## src/rtl/enc_pkg.sv

```systemverilog
// Shared definitions for the sequential priority encoder: state encoding and
// the code-width helper.
package enc_pkg;

  localparam logic [0:0] IDLE = 1'b0;
  localparam logic [0:0] EMIT = 1'b1;

  function automatic int unsigned clog2(input int unsigned value);
    int unsigned r;
    r = 0;
    while ((32'd1 << r) < value) r++;
    return r;
  endfunction

endpackage

```

## src/rtl/prio_enc_comb.sv

```systemverilog
// Pure combinational N-to-CW priority encoder; also reports the winning bit
// as a one-hot mask so the caller can clear it.
module prio_enc_comb
  import enc_pkg::*;
#(
  parameter int unsigned N         = 4,
  parameter int unsigned MSB_FIRST = 1,
  localparam int unsigned CW       = clog2(N)
) (
  input  logic [N-1:0]  req,
  output logic [CW-1:0] code,
  output logic          any,
  output logic [N-1:0]  onehot_of_winner
);

  // Later loop iterations override earlier ones, so scan toward the winner.
  always_comb begin
    code             = '0;
    onehot_of_winner = '0;
    any              = |req;
    if (MSB_FIRST != 0) begin
      for (int i = 0; i < int'(N); i++) begin
        if (req[i]) begin
          code                = CW'(i);
          onehot_of_winner    = '0;
          onehot_of_winner[i] = 1'b1;
        end
      end
    end else begin
      for (int i = int'(N) - 1; i >= 0; i--) begin
        if (req[i]) begin
          code                = CW'(i);
          onehot_of_winner    = '0;
          onehot_of_winner[i] = 1'b1;
        end
      end
    end
  end

endmodule

```

## src/rtl/enc_4x2_pope_seq.sv

```systemverilog
// Clocked 4-to-2 priority encoder: accepts a multi-hot request word and emits
// one index beat per set bit, highest priority first.
module enc_4x2_pope_seq
  import enc_pkg::*;
#(
  parameter int unsigned N         = 4,
  parameter int unsigned MSB_FIRST = 1,
  localparam int unsigned CW       = clog2(N)
) (
  input  logic          clk,
  input  logic          rst,
  input  logic [N-1:0]  in_data,
  input  logic          in_e,
  input  logic          in_valid,
  output logic          in_ready,
  output logic [CW-1:0] out_code,
  output logic          out_none,
  output logic          out_last,
  output logic          out_valid,
  input  logic          out_ready
);

  if (N < 2 || (N & (N - 1)) != 0) begin : gen_bad_n
    $error("N must be a power of 2 and at least 2");
  end

  logic [0:0]    state_q, state_d;
  logic [N-1:0]  pending_q, pending_d;
  logic          none_q, none_d;

  logic [CW-1:0] win_code;
  logic          win_any;
  logic [N-1:0]  win_onehot;
  logic          last_beat;

  prio_enc_comb #(
    .N         (N),
    .MSB_FIRST (MSB_FIRST)
  ) u_prio (
    .req              (pending_q),
    .code             (win_code),
    .any              (win_any),
    .onehot_of_winner (win_onehot)
  );

  // Last beat when nothing remains once the current winner is cleared.
  assign last_beat = none_q | ~|(pending_q & ~win_onehot);

  assign in_ready  = (state_q == IDLE);
  assign out_valid = (state_q == EMIT);
  assign out_code  = (out_valid && win_any) ? win_code : '0;
  assign out_none  = out_valid & none_q;
  assign out_last  = out_valid & last_beat;

  always_comb begin
    state_d   = state_q;
    pending_d = pending_q;
    none_d    = none_q;
    case (state_q)
      IDLE: begin
        // A word offered with in_e low is consumed and dropped.
        if (in_valid && in_e) begin
          pending_d = in_data;
          none_d    = (in_data == '0);
          state_d   = EMIT;
        end
      end
      EMIT: begin
        if (out_ready) begin
          pending_d = pending_q & ~win_onehot;
          if (last_beat) begin
            none_d  = 1'b0;
            state_d = IDLE;
          end
        end
      end
      default: state_d = IDLE;
    endcase
  end

  always_ff @(posedge clk) begin
    if (rst) begin
      state_q   <= IDLE;
      pending_q <= '0;
      none_q    <= 1'b0;
    end else begin
      state_q   <= state_d;
      pending_q <= pending_d;
      none_q    <= none_d;
    end
  end

endmodule
```

## config.mk

```make
export PLATFORM = sky130hd
export DESIGN_NAME = enc_4x2_pope_seq
export DESIGN_NICKNAME = d
export VERILOG_FILES = /design/src/rtl/enc_pkg.sv /design/src/rtl/prio_enc_comb.sv /design/src/rtl/enc_4x2_pope_seq.sv
export SDC_FILE = /design/constraint.sdc
export NUM_CORES = 1
export LEC_CHECK = 0
export CAP_MARGIN = 20
export CORE_AREA = 4 4 41 43
export CTS_BUF_LIST = sky130_fd_sc_hd__clkbuf_4
export CTS_CLUSTER_SIZE = 25
export DETAILED_ROUTE_END_ITERATION = 10
export DIE_AREA = 0 0 45 47
export PLACE_DENSITY = 0.6
export SLEW_MARGIN = 20
export SYNTH_ARGS = -nofsm -noshare
export SYNTH_HDL_FRONTEND = slang
export SYNTH_HIERARCHICAL = 1
export SYNTH_SLANG_ARGS = --single-unit
export TNS_END_PERCENT = 10
```

## constraint.sdc

```tcl
create_clock -name clk -period 3 [get_ports clk]
set_input_delay 0.45 -clock clk [delete_from_list [all_inputs] [get_ports clk]]
set_output_delay 0.45 -clock clk [all_outputs]
set_load 0.01 [all_outputs]
```

Yosys cells after proc, flatten, opt, wreduce, memory -nomap -nowiden
Cells that the tools add are included.

Bits of input ports: 9. Logic and storage cells: 39. Register bits after elaboration: 6.

Multiplexer cells: 19. Equality and inequality tests: 3. Reduce and logical (&&, ||, !) cells: 8. Bitwise logic cells: 6.

Operator list (count): 2-to-1 mux 4 bit (3); 2-to-1 mux 1 bit (8); 2-to-1 mux 2 bit (4); case mux 4 bit (2 select lines) (1); OR reduction 4 bit (2); bitwise AND 4 bit (1); zero test 4 bit (1); != test 2 x 1 -> 1 bit (second input constant) (2); inverter 4 bit (1); case mux 1 bit (2 select lines) (2); 2-to-1 mux 3 bit (1); AND reduction 3 bit (1); bitwise AND 1 bit (2); logical AND 1 bit (2); != test 2 bit (second input constant) (1); AND reduction 2 bit (1); zero test 1 bit (1); inverter 1 bit (1); bitwise OR 1 bit (1).

Logic depth before layout (Yosys ltp)
Gate-level depths: netlist of the first run.

Depth after elaboration: 12. Gate-level depth with buffers: 5. Gate-level depth less buffers: 5.

Modules after synthesis
Netlist of the first run, hierarchy kept.

Modules (own cells, without submodules): enc_4x2_pope_seq (times used 1, cells each 42, area each 342.8 sq um, sequential area each 120.1 sq um); prio_enc_comb (times used 1, cells each 9, area each 52.6 sq um, sequential area each 0.0 sq um).

Worst setup path after synthesis of the first run
Ideal clock, no wire load.

Kind: reg2out. Start point: register pending_q[3]. End point: output out_last. Data arrival time: 1.305 ns. Setup slack: 1.245 ns. Stages on the path, launching flop included: 6. Path through: dfxtp_1 > or2_4 > nor3b_1 > nand2b_4 > a41o_1 > and2_2.

Longest elaborated chain between the ends: 7.

RTL lines: start: declaration (line enc_4x2_pope_seq.sv:28) `logic [N-1:0] pending_q, pending_d;`; start signal: assignment (line enc_4x2_pope_seq.sv:88) `pending_q <= pending_d;`; 2-to-1 mux 4 bit (line prio_enc_comb.sv:23) `if (req[i]) begin`; via win_onehot[0] (line enc_4x2_pope_seq.sv:33) `logic [N-1:0] win_onehot;`; inverter 4 bit (line enc_4x2_pope_seq.sv:47) `assign last_beat = none_q | ~|(pending_q & ~win_onehot);`; bitwise AND 4 bit (line enc_4x2_pope_seq.sv:47); OR reduction 4 bit (line enc_4x2_pope_seq.sv:47); zero test 1 bit (line enc_4x2_pope_seq.sv:47); bitwise OR 1 bit (line enc_4x2_pope_seq.sv:47); bitwise AND 1 bit (line enc_4x2_pope_seq.sv:53) `assign out_last = out_valid & last_beat;`; end: declaration (line enc_4x2_pope_seq.sv:18) `output logic out_last,`.

The timed path passes the listed nets, and every way through them passes these cells.

Worst setup path after layout of the first run
Same ends and word-level chain as after synthesis.

==> results of run 1 <==
power groups by stage:
stage	Clock (W)	Combinational, W	Sequential, W
after floorplan	0	0.0000278	0.0000895
after global placement	0	0.0000487	0.0000925
after detailed placement	0	0.0000484	0.0000923
after CTS	0.0000765	0.0000489	0.0000908
after global routing	0.0000802	0.0000526	0.0000917
final	0.0000745	0.0000483	0.0000907
stage by stage:
stage	instance area [µm²]	std cells
5_1_grt	564	81
6_report	564	81
3_3_place_gp	542	78
4_1_cts	564	81
3_5_place_dp	542	78
2_1_floorplan	395	51
routing by layer:
layer,GRT usage (%),share of wire [%]
met1,10.7,41
met2,15.0,45
met3,3.83,10
met4,8.77,3.4
met5,0,0
cells by family after synthesis:
logic type / count (synthesis)
flops: 6
compound gates: 9
buf+inv: 5
simple gates: 31
worst max path at each step:
stage          slack [ns]        to    startpoint
5_1_grt              0.23  out_last  pending_q[3]
3_3_place_gp         0.68  out_last  pending_q[2]
4_1_cts              0.37  out_last  pending_q[3]
3_5_place_dp         0.64  out_last  pending_q[3]
2_1_floorplan        1.24  out_last  pending_q[3]
6_report             0.39  out_last  pending_q[3]
cells in the final DEF (no fill, tap or decap):
cell	Yosys	layout
clkbuf_4	0	3
nand2_1	5	5
or2_4	1	1
a41o_1	1	1
clkdlybuf4s50_1	0	14
inv_1	3	3
a311oi_2	1	1
a21oi_1	2	2
dfxtp_1	6	6
nor2_1	2	2
nand2b_4	1	1
nor3b_1	1	1
nand3_1	5	5
nand4_1	1	1
nor4_1	1	1
o22ai_1	4	4
and3_1	2	2
or3_1	1	1
a21o_1	1	1
nand3b_1	1	1
nand2b_1	8	8
and2_1	1	1
and2_2	1	1
state kept, by name, indices dropped and copies added (netlist names):
signal / count
pending_q: 4
none_q: 1
out_valid: 1
final cells by class:
| type | instances | area [µm²] |
|---|---|---|
| sequential | 6 | 120 |
| timing repair buffer | 14 | 140 |
| clock buffer | 3 | 22.5 |
| fill | 147 | 737 |
| inverter | 3 | 11.3 |
| multi-input combinational | 40 | 251 |
| tap | 15 | 18.8 |
worst max-delay path: stages, from the launching register on:
cell,delay (ns)
dfxtp_1,0.34
or2_4,0.25
nor3b_1,0.26
nand2b_4,0.17
a41o_1,0.21
and2_2,0.14
clkdlybuf4s50_1,0.53
==> results by group, run 1 <==
Detailed routing
  – Mean routed wirelength per cell: 10.4 µm
  – Number of optimization iterations in the first detailed-route pass: 4
  – Mean number of vias per cell: 5.07
  – Total via count after detailed routing: 411
  – Number of DRC violations after detailed routing: 0
  – DRC violation total after the first TritonRoute iteration: 2
  – Number of antenna-violating nets in the routed design: 0
  – Routed Wire Length: 843 µm

Logic synthesis
  – Yosys synthesis warning count: 6
  – Share of synthesized area occupied by flip-flops and latches: 30.4%
  – Biggest area consumer among synthesized cells: dfxtp_1
  – Most frequent cell after synthesis: nand2b_1
  – Area share of the largest cell type after synthesis: 30.4%
  – Xor/xnor cell area share of the yosys netlist: 0%
  – Mapped Avg Cell Area: 7.75 µm²
  – Yosys cell types: 23
  – Cells after Synth: 51
  – Largest family of logic cells by synthesized area: simple AND/OR/NAND/NOR gates
  – Synth Area in Simple Gates: 46.5%
  – Commonest cells in the netlist: nand2b_1 (8), dfxtp_1 (6), nand2_1 (5), nand3_1 (5), o22ai_1 (4)
  – Proportion of synthesized area in mux cells: 0%
  – Number of enable flip-flop cells after synthesis: 0
  – Adder-cell area share of the yosys netlist: 0%
  – Number of nets produced by synthesis: 60
  – Fraction of the mapped netlist area in compound gates: 17.1%
  – Number of synthesized register bits: 6
  – Syn Std Cell Area: 395 µm²
  – Top FF cell, synth: dfxtp_1
  – Synth async-reset ratio: 0%
  – Ranking of synthesized cells by area: dfxtp_1 (30%), nand2b_1 (13%), nand3_1 (6.3%)

Clock tree
  – Number of buffers inserted by post-CTS setup repair: 0
  – Number of buffers created by CTS: 3
  – H-tree depth: 1
  – Clock Tree Buf Depth: 2
  – Clock tree from TritonCTS: built
  – Root buf cell: clkbuf_4
  – Clock latency reported for the late side of the worst-skew pair: 0.25 ns
  – Clk sinks: 6
  – Post-cts resize count: 0
  – Clock slew at the register clock pins of the worst setup and hold paths: 0.04 ns
  – Hold-fix buffers at CTS: 0

Timing
  – Setup TNS: 0 ns
  – Worst-case clock skew: 0.00236 ns
  – Share of the clock period used by the worst path after layout: 87.0%
  – Slew HR: 73.9%
  – Final Hold Vio Count: 0
  – Least-Margin Pin Slew: 0.390 ns
  – Final setup margin: 0.391 ns
  – Fmax: 0.383 GHz
  – Setup repair after global routing missed its margin: no
  – Pins over their slew limit: 0
  – Hold Worst Slack: 0.485 ns
  – Final min period: 2.61 ns
  – Final setup viols: 0

Place
  – Worst setup slack before clock tree synthesis: 0.637 ns
  – GP Congestion: 0.733
  – Port-buffer cells: 14
  – Final HPWL from detailed placement: 689 µm

GRT
  – Via count of the first global-routing pass: 365
  – First-pass GRT wire length: 1430 µm
  – GRT Util Overall: 9.89%
  – GRT Residual Overflow: 0
  – Pin count of the biggest net entering global routing: 15
  – Antenna violations before repair: 0

Power and ir drop
  – Proportion of power drawn by the clock network: 34.9%
  – Power density cells: 378 nW/µm²
  – Sw power: 0.0000551 W
  – Proportion of power drawn by flip-flops and latches: 42.5%
  – Static Leakage: 0.205 nW
  – Max VDD drop: 0.161 mV
  – Overall Power: 0.000214 W
  – Internal power component: 0.000158 W
  – Switching power share of the total: 25.8%
  – Combinational fraction of design power: 22.6%

Hold path
  – Hold_sp: none_q
  – Number of cells on the worst hold path: 2
  – Hold path endpoint: none_q
  – Worst Hold Class: register to register

Critical path
  – Worst Path Required: 2.55 ns
  – Number of cells on the worst reg-to-reg path: 5
  – Startpoint of the worst-slack reg-to-reg timing path: pending_q[3]
  – Crit path kind: register to output pin
  – Category of the worst setup path launch point: register
  – Crit path arrival time: 2.16 ns
  – Reg-to-reg critical path endpoint: out_valid
  – Critical Path End Type: output pin
  – Setup slack, reg-to-reg: 1.53 ns
  – Critical-path maximum fanout: 7

Finish
  – Nets: 77
  – Fraction of layout cells with a size suffix above 1: 10.6%
  – Core Util, Final: 43.4%
  – Diode insertion count for antenna repair: 0
  – Area Growth Syn to Fin: 42.7%

Die
  – Effective utilization at floorplan: 30.4%
  – Overall die height: 47 µm
  – Num ports: 15
  – Die area: 2120 µm²
  – Num rows: 13
  – Core footprint: 1300 µm²
  – Die span in x: 45 µm

Run status
  – Run status: finished, final reports clean

Run
  – Count of maximum capacitance violations: 0
No activity file was read; power rests on OpenSTA's default activity.
==> run 2, diff against run 1 <==
--- a/config.mk
+++ b/config.mk
@@ -6,11 +6,11 @@
 export NUM_CORES = 1
 export LEC_CHECK = 0
 export CAP_MARGIN = 20
-export CORE_AREA = 4 4 41 43
+export CORE_AREA = 2 2 39 41
 export CTS_BUF_LIST = sky130_fd_sc_hd__clkbuf_4
 export CTS_CLUSTER_SIZE = 25
 export DETAILED_ROUTE_END_ITERATION = 10
-export DIE_AREA = 0 0 45 47
+export DIE_AREA = 0 0 41 43
 export PLACE_DENSITY = 0.6
 export SLEW_MARGIN = 20
 export SYNTH_ARGS = -nofsm -noshare
==> results by group, run 2 (synthesis results as in run 1) <==
Run status
  – Run status: finished, final reports clean

Detailed routing
  – Number of antenna-violating nets in the routed design: 0
  – Number of DRC violations after detailed routing: 0
  – Met2 routed wirelength: 463 µm
  – Metal3 WL: 32 µm
  – Number of optimization iterations in the first detailed-route pass: 4
  – Uppermost routed layer: met4
  – Mean number of vias per cell: 5.04
  – Mean routed wirelength per cell: 11.0 µm
  – Total via count after detailed routing: 413
  – Routed Wire Length: 906 µm
  – Routed length on met1: 400 µm
  – DRC violation total after the first TritonRoute iteration: 10

Power and ir drop
  – Sw power: 0.0000587 W
  – Proportion of power drawn by flip-flops and latches: 41.8%
  – Power density cells: 384 nW/µm²
  – Internal power component: 0.000158 W
  – Static Leakage: 0.205 nW
  – Max VDD drop: 0.144 mV
  – Proportion of power drawn by the clock network: 35.6%
  – Switching power share of the total: 27.0%
  – Combinational fraction of design power: 22.6%

Hold path
  – Hold path endpoint: pending_q[2]
  – Number of cells on the worst hold path: 2
  – Worst Hold Class: register to register
  – Hold_sp: pending_q[2]

Die
  – Overall die height: 43 µm
  – Effective utilization at floorplan: 28.6%
  – Die area: 1760 µm²
  – Num rows: 14
  – Core footprint: 1380 µm²
  – Die span in x: 41 µm
  – Num ports: 15

Clock tree
  – Number of buffers created by CTS: 3
  – H-tree depth: 1
  – Clock latency reported for the late side of the worst-skew pair: 0.25 ns
  – Clock Tree Buf Depth: 2
  – Number of buffers inserted by post-CTS setup repair: 0
  – Hold-fix buffers at CTS: 0
  – Root buf cell: clkbuf_4
  – Clk sinks: 6
  – Post-cts resize count: 0
  – Clock slew at the register clock pins of the worst setup and hold paths: 0.04 ns
  – Clock tree from TritonCTS: built

Finish
  – Register with the highest flop count: pending_q
  – Fraction of layout cells with a size suffix above 1: 10.6%
  – Nets: 77
  – Commonest cells after routing, fill and taps aside: clkdlybuf4s50_1 (14), nand2b_1 (8), dfxtp_1 (6)
  – Diode insertion count for antenna repair: 0
  – Most common cell after layout, fill and taps aside: clkdlybuf4s50_1
  – Area Growth Syn to Fin: 43.0%
  – Flip-flop count of the largest register after layout: 4

Critical path
  – CP top delay family: simple AND/OR/NAND/NOR gates
  – Critical-path maximum fanout: 4
  – Worst-path cell with the longest stage delay: clkdlybuf4s50_1
  – Crit path kind: register to output pin
  – Worst Path Required: 2.55 ns
  – Startpoint of the worst-slack reg-to-reg timing path: pending_q[2]
  – Critical Path End Type: output pin
  – Setup slack, reg-to-reg: 1.54 ns
  – CP peak stage delay: 0.53 ns
  – Crit path arrival time: 2.15 ns
  – Reg-to-reg critical path endpoint: out_valid
  – Number of cells on the worst reg-to-reg path: 5
  – Category of the worst setup path launch point: register
  – Cell-by-cell listing of the critical path: or2_4 > nor3b_1 > nand2b_4 > a41o_1 > and2_2 > clkdlybuf4s50_1
  – Buf/Inv on CP: 1

Timing
  – Final min period: 2.60 ns
  – Slew HR: 72.7%
  – Worst-case clock skew: 0.00638 ns
  – Final setup margin: 0.397 ns
  – Least-Margin Pin Slew: 0.409 ns
  – Final setup viols: 0
  – Pins over their slew limit: 0
  – Fmax: 0.384 GHz
  – Final Hold Vio Count: 0
  – Setup TNS: 0 ns
  – Share of the clock period used by the worst path after layout: 86.8%
  – Setup repair after global routing missed its margin: no

Place
  – Port-buffer cells: 14
  – Final HPWL from detailed placement: 653 µm
  – GP Congestion: 0.709
  – Worst setup slack before clock tree synthesis: 0.669 ns

GRT
  – First-pass GRT wire length: 1470 µm
  – Pin count of the biggest net entering global routing: 15
  – Via count of the first global-routing pass: 349
  – GRT Util Overall: 12.5%
  – GRT Residual Overflow: 0
  – Antenna violations before repair: 0

Run
  – Count of maximum capacitance violations: 0
run 2: cell counts in the layout (fill, tap and decap cells not counted):
Identical to the previous run, type by type.
run 2: per-stage QoR:
stage / std cells / util, % / total power, W / hold WS, ns / instance area [µm²]
2_1_floorplan: 51 / - / 0.000117 / 0.450 / 395
3_3_place_gp: 79 / 39.2 / 0.000141 / 0.483 / 543
3_5_place_dp: 79 / 39.2 / 0.000141 / 0.488 / 543
4_1_cts: 82 / 40.9 / 0.000217 / 0.520 / 566
5_1_grt: 82 / 40.9 / 0.000224 / 0.545 / 566
6_report: 82 / 40.9 / 0.000217 / 0.529 / 566
run 2: cell type report:
cell class              instances  area, µm²
flip-flops and latches          6        120
clock buffers                   3       22.5
fillers                       149        818
repair buffers                 14        140
well taps                      16       20.0
inverters                       3       11.3
multi-input cells              40        251
run 2: how the worst max path moves through the flow:
stage / start / endpoint / slack (ns) / cells after the start
global route: pending_q[3] / out_last / 0.28 / 6
global placement: pending_q[2] / out_last / 0.69 / 6
CTS: pending_q[3] / out_last / 0.41 / 6
finish: pending_q[2] / out_last / 0.40 / 6
detailed placement: pending_q[3] / out_last / 0.67 / 6
floorplan: pending_q[3] / out_last / 1.24 / 5
run 2: per-layer routing:
layer / up-vias / track usage (%)
li1: 211 / -
met1: 187 / 16.2
met2: 13 / 17.5
met3: 2 / 3.14
met4: 0 / 8.00
met5: - / 0
run 2: power groups by stage:
stage / sequential, W / combinational (W) / clock (W)
3_3_place_gp: 0.0000925 / 0.0000482 / 0
4_1_cts: 0.0000906 / 0.0000492 / 0.0000776
3_5_place_dp: 0.0000921 / 0.0000487 / 0
5_1_grt: 0.0000918 / 0.0000536 / 0.0000791
2_1_floorplan: 0.0000895 / 0.0000278 / 0
6_report: 0.0000908 / 0.0000490 / 0.0000773
run 2: worst register-to-register path: cells and delay by family (launching register included):
family             cells  cell delay [ns]
AOI/OAI and AO/OA      2             0.29
and+or+nand+nor        3             0.70
DFF                    1             0.33
